--- src/rtl/fet_pkg.sv ---
// fet_pkg: shared state encoding, mode constants and decode helper for the FET select blocks
package fet_pkg;
  typedef enum logic [1:0] {IDLE, GAP, ON} state_t;
  localparam logic MODE_MANUAL = 1'b0;
  localparam logic MODE_SCAN = 1'b1;
  function automatic logic fet_dec_bit(input int unsigned sel, input int unsigned pos);
    return sel == pos;
  endfunction
endpackage

--- src/rtl/fet_onehot_dec.sv ---
// fet_onehot_dec: combinational index to one-hot decode, all zero for indices beyond N_OUT
module fet_onehot_dec import fet_pkg::*; #(
  parameter int SEL_W = 5,
  parameter int N_OUT = 2**SEL_W
) (
  input  logic [SEL_W-1:0] i_sel,
  output logic [N_OUT-1:0] o_oh,
  output logic             o_ok
);
  assign o_ok = 32'(i_sel) < N_OUT;
  for (genvar g = 0; g < N_OUT; g++) begin : g_bit
    assign o_oh[g] = fet_dec_bit(32'(i_sel), g);
  end
endmodule

--- src/rtl/fet_sel_seq.sv ---
// fet_sel_seq: registered one-hot FET select with break-before-make gap, manual and scan modes
module fet_sel_seq import fet_pkg::*; #(
  parameter int SEL_W = 5,
  parameter int N_OUT = 2**SEL_W,
  parameter int DWELL_W = 16,
  parameter int GAP_W = 4
) (
  input  logic               clk,
  input  logic               rst,
  input  logic               en,
  input  logic               mode,
  input  logic [SEL_W-1:0]   sel_in,
  input  logic               start,
  input  logic [SEL_W-1:0]   first,
  input  logic [SEL_W-1:0]   last,
  input  logic [DWELL_W-1:0] dwell,
  input  logic [GAP_W-1:0]   gap,
  output logic [N_OUT-1:0]   out,
  output logic [SEL_W-1:0]   ch,
  output logic               busy,
  output logic               settled,
  output logic               done
);
  localparam int CNT_W = DWELL_W > GAP_W ? DWELL_W : GAP_W;
  state_t r_state;
  logic r_mode, r_busy, r_settled, r_done;
  logic [SEL_W-1:0] r_ch, r_last;
  logic [N_OUT-1:0] r_out;
  logic [CNT_W-1:0] r_cnt;
  logic [SEL_W-1:0] w_cand;
  logic [N_OUT-1:0] w_cur_oh, w_cand_oh;
  logic [CNT_W-1:0] w_gap, w_dwell;
  logic w_cur_ok, w_cand_ok, w_scan, w_cnt_end, w_go, w_abort, w_adv, w_enter, w_finish;
  assign w_scan = mode == MODE_SCAN;
  assign w_gap = CNT_W'(gap);
  assign w_dwell = dwell == '0 ? CNT_W'(1) : CNT_W'(dwell);
  assign w_cnt_end = r_cnt <= CNT_W'(1);
  assign w_cand = !w_scan ? sel_in : r_state == IDLE ? first : r_ch + SEL_W'(1);
  assign w_go = gap == '0 && w_cand_ok;
  assign w_abort = !en || (r_state != IDLE && mode != r_mode);
  assign w_adv = (r_state == ON && w_cnt_end) || (r_state == GAP && !w_cur_ok);
  assign w_enter = w_scan ? (r_state == IDLE ? start : w_adv && r_ch != r_last)
                          : (r_state == IDLE || sel_in != r_ch);
  assign w_finish = w_scan && w_adv && r_ch == r_last;
  fet_onehot_dec #(.SEL_W(SEL_W), .N_OUT(N_OUT)) u_dec_cur (
    .i_sel(r_ch), .o_oh(w_cur_oh), .o_ok(w_cur_ok)
  );
  fet_onehot_dec #(.SEL_W(SEL_W), .N_OUT(N_OUT)) u_dec_cand (
    .i_sel(w_cand), .o_oh(w_cand_oh), .o_ok(w_cand_ok)
  );
  // Sequencer: abort/finish first, then channel (re)load, then gap expiry, then counting down
  always_ff @(posedge clk) begin
    if (rst) begin
      r_state <= IDLE;
      r_mode <= MODE_MANUAL;
      r_ch <= '0;
      r_last <= '0;
      r_cnt <= '0;
      r_out <= '0;
      r_busy <= 1'b0;
      r_settled <= 1'b0;
      r_done <= 1'b0;
    end else begin
      r_done <= 1'b0;
      if (w_abort || w_finish) begin
        r_state <= IDLE;
        r_out <= '0;
        r_busy <= 1'b0;
        r_settled <= 1'b0;
        r_done <= !w_abort;
      end else if (w_enter) begin
        r_state <= w_go ? ON : GAP;
        r_mode <= mode;
        r_ch <= w_cand;
        r_last <= last;
        r_cnt <= w_go ? w_dwell : w_gap;
        r_out <= w_go ? w_cand_oh : '0;
        r_busy <= w_scan;
        r_settled <= w_go;
      end else if (r_state == GAP && w_cnt_end && w_cur_ok) begin
        r_state <= ON;
        r_last <= last;
        r_cnt <= w_dwell;
        r_out <= w_cur_oh;
        r_settled <= 1'b1;
      end else if (r_state != IDLE && !w_cnt_end) begin
        r_cnt <= r_cnt - CNT_W'(1);
      end
    end
  end
  assign out = r_out;
  assign ch = r_ch;
  assign busy = r_busy;
  assign settled = r_settled;
  assign done = r_done;
endmodule

--- config.mk ---
export PLATFORM = sky130hd
export DESIGN_NAME = fet_sel_seq
export DESIGN_NICKNAME = d
export VERILOG_FILES = /design/src/rtl/fet_pkg.sv /design/src/rtl/fet_onehot_dec.sv /design/src/rtl/fet_sel_seq.sv
export SDC_FILE = /design/constraint.sdc
export NUM_CORES = 1
export LEC_CHECK = 0
export CAP_MARGIN = 20
export CORE_ASPECT_RATIO = 0.6
export CORE_MARGIN = 2
export CORE_UTILIZATION = 56
export DETAILED_ROUTE_END_ITERATION = 10
export GPL_TIMING_DRIVEN = 0
export PLACE_DENSITY = 0.95
export SYNTH_ARGS = -nofsm -noshare
export SYNTH_HDL_FRONTEND = slang
export SYNTH_SLANG_ARGS = --single-unit
--- constraint.sdc ---
create_clock -name clk -period 4.65 [get_ports clk]
set_clock_uncertainty 0.15 [all_clocks]
set_input_delay 0.93 -clock clk [delete_from_list [all_inputs] [get_ports clk]]
set_output_delay 0.93 -clock clk [all_outputs]
set_load 0.1 [all_outputs]
==> summary.md <==
The DRC violations left was 0; the count of antenna-violating nets left after detailed routing was 0. The floorplan has 23 rows. Insertion delay to the later sink of the worst-skew pair: 0.33 ns. The total overflow reported by the global router is 0, and the worst voltage drop across the vdd grid is 0.2715 mV. The via count is 4231, and the post-cts resize count is 0. In this run the tightest slew margin relative to its limit is 31.85%. At the pin with the least slew margin, the transition time is 1.014 ns. The first-pass GRT wire length came out at 19840 µm.

The clock passes through at most 2 buffers. The detailed router used layers up to and including met4. In this run the post-CTS setup repair buffer count came out at 0. Number of antenna cells inserted: 0. In the detailed route, the total length drawn on met3 is 1786 µm.

The count of final hold-check violations came out at 0. The via density per instance works out to 6.560. Relative contribution of sequential cells to total power: 31.6%. The post-synth design cell area was 0.003807 mm²; the wire length the detailed router placed on met1 was 5674 µm. The height of the die was 67.87 µm; the power per unit of standard cell area was 378.1 mW/mm². The tools report the buffer cell driving the clock tree root as clkbuf_16. Sequential element share of the synthesized area: 33.13%.

The run gives 12 as the maximum number of pins on one net before global-route repair. Synthesis instantiated 66 different standard cells from the library. In this run the mean area of a mapped cell was 8.206 µm². At the end of the flow, the number of nets in the layout was 601.

The flow ran to the end, and the final reports show no timing, DRC or antenna violations. Share of final-layout standard cells stronger than drive strength 1: 10.39%. The largest total area in the synthesized netlist belongs to dfxtp_1.

The setup violation total in the final timing report is 0, and the die width is 110.5 µm. In this run, placement finished with an instance count of 629. In the finished design, the share of the clock period the worst path needs comes to 81.01%. TritonCTS built the clock tree. The net count of the mapped netlist was 512; the number of synthesized flops with an enable pin was 0. Post-detailed-placement half-perimeter wirelength: 9416 µm. After synthesis, the most frequently instantiated cells are dfxtp_1, nor2_1, o21ai_0. The first detailed-routing pass ran for 6 iterations. Data on the critical path arrives at its endpoint at 3.85 ns.

Leaving out filler cells and counting taps, the final layout contains 645. Adding up every negative setup slack in the final design gives 0 ns. The required time at the endpoint of the critical path is 4.73 ns. The cell count after synthesis came out at 464.

After synthesis, the share of flip-flops with an asynchronous set or reset is 0%. Cell internal power dissipation: 0.001227 W. The run gives 3 as the level count of the clock H-tree. The CTS buffer count was 9.

Kind of end point of the critical path: a register. Yosys attributes the largest share of cell area to dfxtp_1, o21ai_0, a21oi_1. The via count of the first global-routing pass came out at 3747. The most numerous cell in the Yosys netlist was dfxtp_1. The congestion estimate from routability-driven global placement came to 0.9916.

The tools report the highest attainable clock frequency as 265.5 MHz. Along the worst path, the maximum fanout reaches 10. For the final hold slack, the log shows 0.3376 ns. Compared with the post-synthesis result, the final layout area differs by 31.61%.

Hold repair after CTS inserted 0 buffers. Wire segments on met2 add up to 4916 µm in the final route. Among all flip-flop cells after synthesis, the most frequent one is dfxtp_1. Critical path class: input pin to register. Summed over all cells, the static leakage comes to 1.764 nW. The initial antenna violation count came out at 0. The type of element launching the critical path was an input pin. The total detailed-routing wirelength is 12550 µm, and the share of the synthesized area in the top cell type is 33.13%. For the number of synthesis warnings, the log shows 0. After clock tree synthesis, the clock-pin slew on the worst setup and hold paths is 0.06 ns. After the first detailed-routing iteration, the DRC count stood at 671. In this run the worst hold path is classified as register to register. The net switching power figure is 0.0006679 W. The switching power share of the total is 35.25%, and the shortest period the worst path allows is 3.767 ns. The number of port buffers was 78; the full die area was 0.007496 mm². Synthesis inferred 63 register bits. 80 I/O pins were placed.

The logs give 30.7% for the combinational fraction of design power and 63 for the number of clock sinks. The share of power burned in the clock network is 37.6%, and the wire length per cell is 19.46 µm. The max-slew violation count was 0; the core region area was 0.006619 mm². Global routing consumed, over all layers together, 34.18% of the routing resources. Max-cap violations in this run came to 0. Setup repair after global routing left no endpoint under its margin. The run gives 57.52% as the effective utilization at floorplan.
[metal layers]
layer | up-vias | global-route usage (%)
met3 | 26 | 10.19
met4 | 0 | 8.750
met2 | 339 | 48.39
met5 | - | 0
met1 | 1938 | 50.63
li1 | 1928 | -
[logic make-up after synthesis]
family,after synthesis,share of synthesized area [%]
AO/OA/AOI/OAI,151,26.65
XOR/XNOR,13,2.990
adder cells (fa/ha/maj),8,2.629
buffers and inverters,53,6.211
flip-flops,63,33.13
multiplexers,13,3.483
AND/OR/NAND/NOR,163,24.91
[worst max-delay path: stages]
cell and delay [ns]:
clkdlybuf4s50_1 0.51, xnor2_1 0.13, nand4_1 0.16, nor4_4 0.48, a21oi_2 0.11, nor2_1 0.55, clkbuf_1 0.56, a21oi_1 0.15
o32ai_1 0.27
[power groups by stage]
stage	registers, W	logic [W]	clock network, W
6_report	0.000600	0.000582	0.000713
3_5_place_dp	0.000609	0.000563	0
2_1_floorplan	0.000716	0.000292	0
3_3_place_gp	0.000607	0.000557	0
5_1_grt	0.000603	0.000618	0.000733
4_1_cts	0.000598	0.000566	0.000714
[cell usage in the layout, fill, tap and decap left out, types with 8 or more instances in the layout]
cell	instances
a21oi_1	38
a221oi_1	12
a32oi_1	11
clkbuf_1	21
clkbuf_16	9
clkdlybuf4s50_1	78
dfxtp_1	63
ha_1	8
inv_1	19
mux2i_1	11
nand2_1	23
nand2b_1	8
nand3_1	16
nor2_1	39
nor3_1	20
nor4_1	10
o21ai_0	39
o32ai_1	12
xor2_1	8
[state kept, by name, summed over array words and instances (netlist names)]
signal and count:
busy 1, ch 5, done 1, out 32, r_cnt 16, r_last 5, r_mode 1, r_state 2
[final cells by class]
class	instances	area (µm²)
multi-input cells	348	2310
fillers	506	1608
flip-flops and latches	63	1261
repair buffers	78	780.7
clock buffers	10	229.0
plain buffers	34	165.2
well taps	87	108.9
clock inverters	6	85.08
inverters	19	71.32
[worst paths after layout]
check	start	endpoint	slack [ns]	cells after the start
max	sel_in[4]	r_cnt[14]	0.88	9
min reg2reg	r_mode	r_mode	0.34	2
max reg2reg	ch[4]	r_cnt[14]	1.07	9
min	r_mode	r_mode	0.34	2
[metrics by stage]
step / power (W) / instance area (µm²) / setup WS [ns] / util [%]
final: 0.001895 / 5011 / 0.8829 / 75.71
after detailed placement: 0.001172 / 4697 / 0.6747 / 70.96
after global routing: 0.001954 / 5011 / 0.7870 / 75.71
after floorplan: 0.001008 / 3807 / 1.253 / -
after CTS: 0.001879 / 5011 / 0.9898 / 75.71
after global placement: 0.001164 / 4697 / 0.7401 / 70.96
Power figures use the tool's default switching activity.
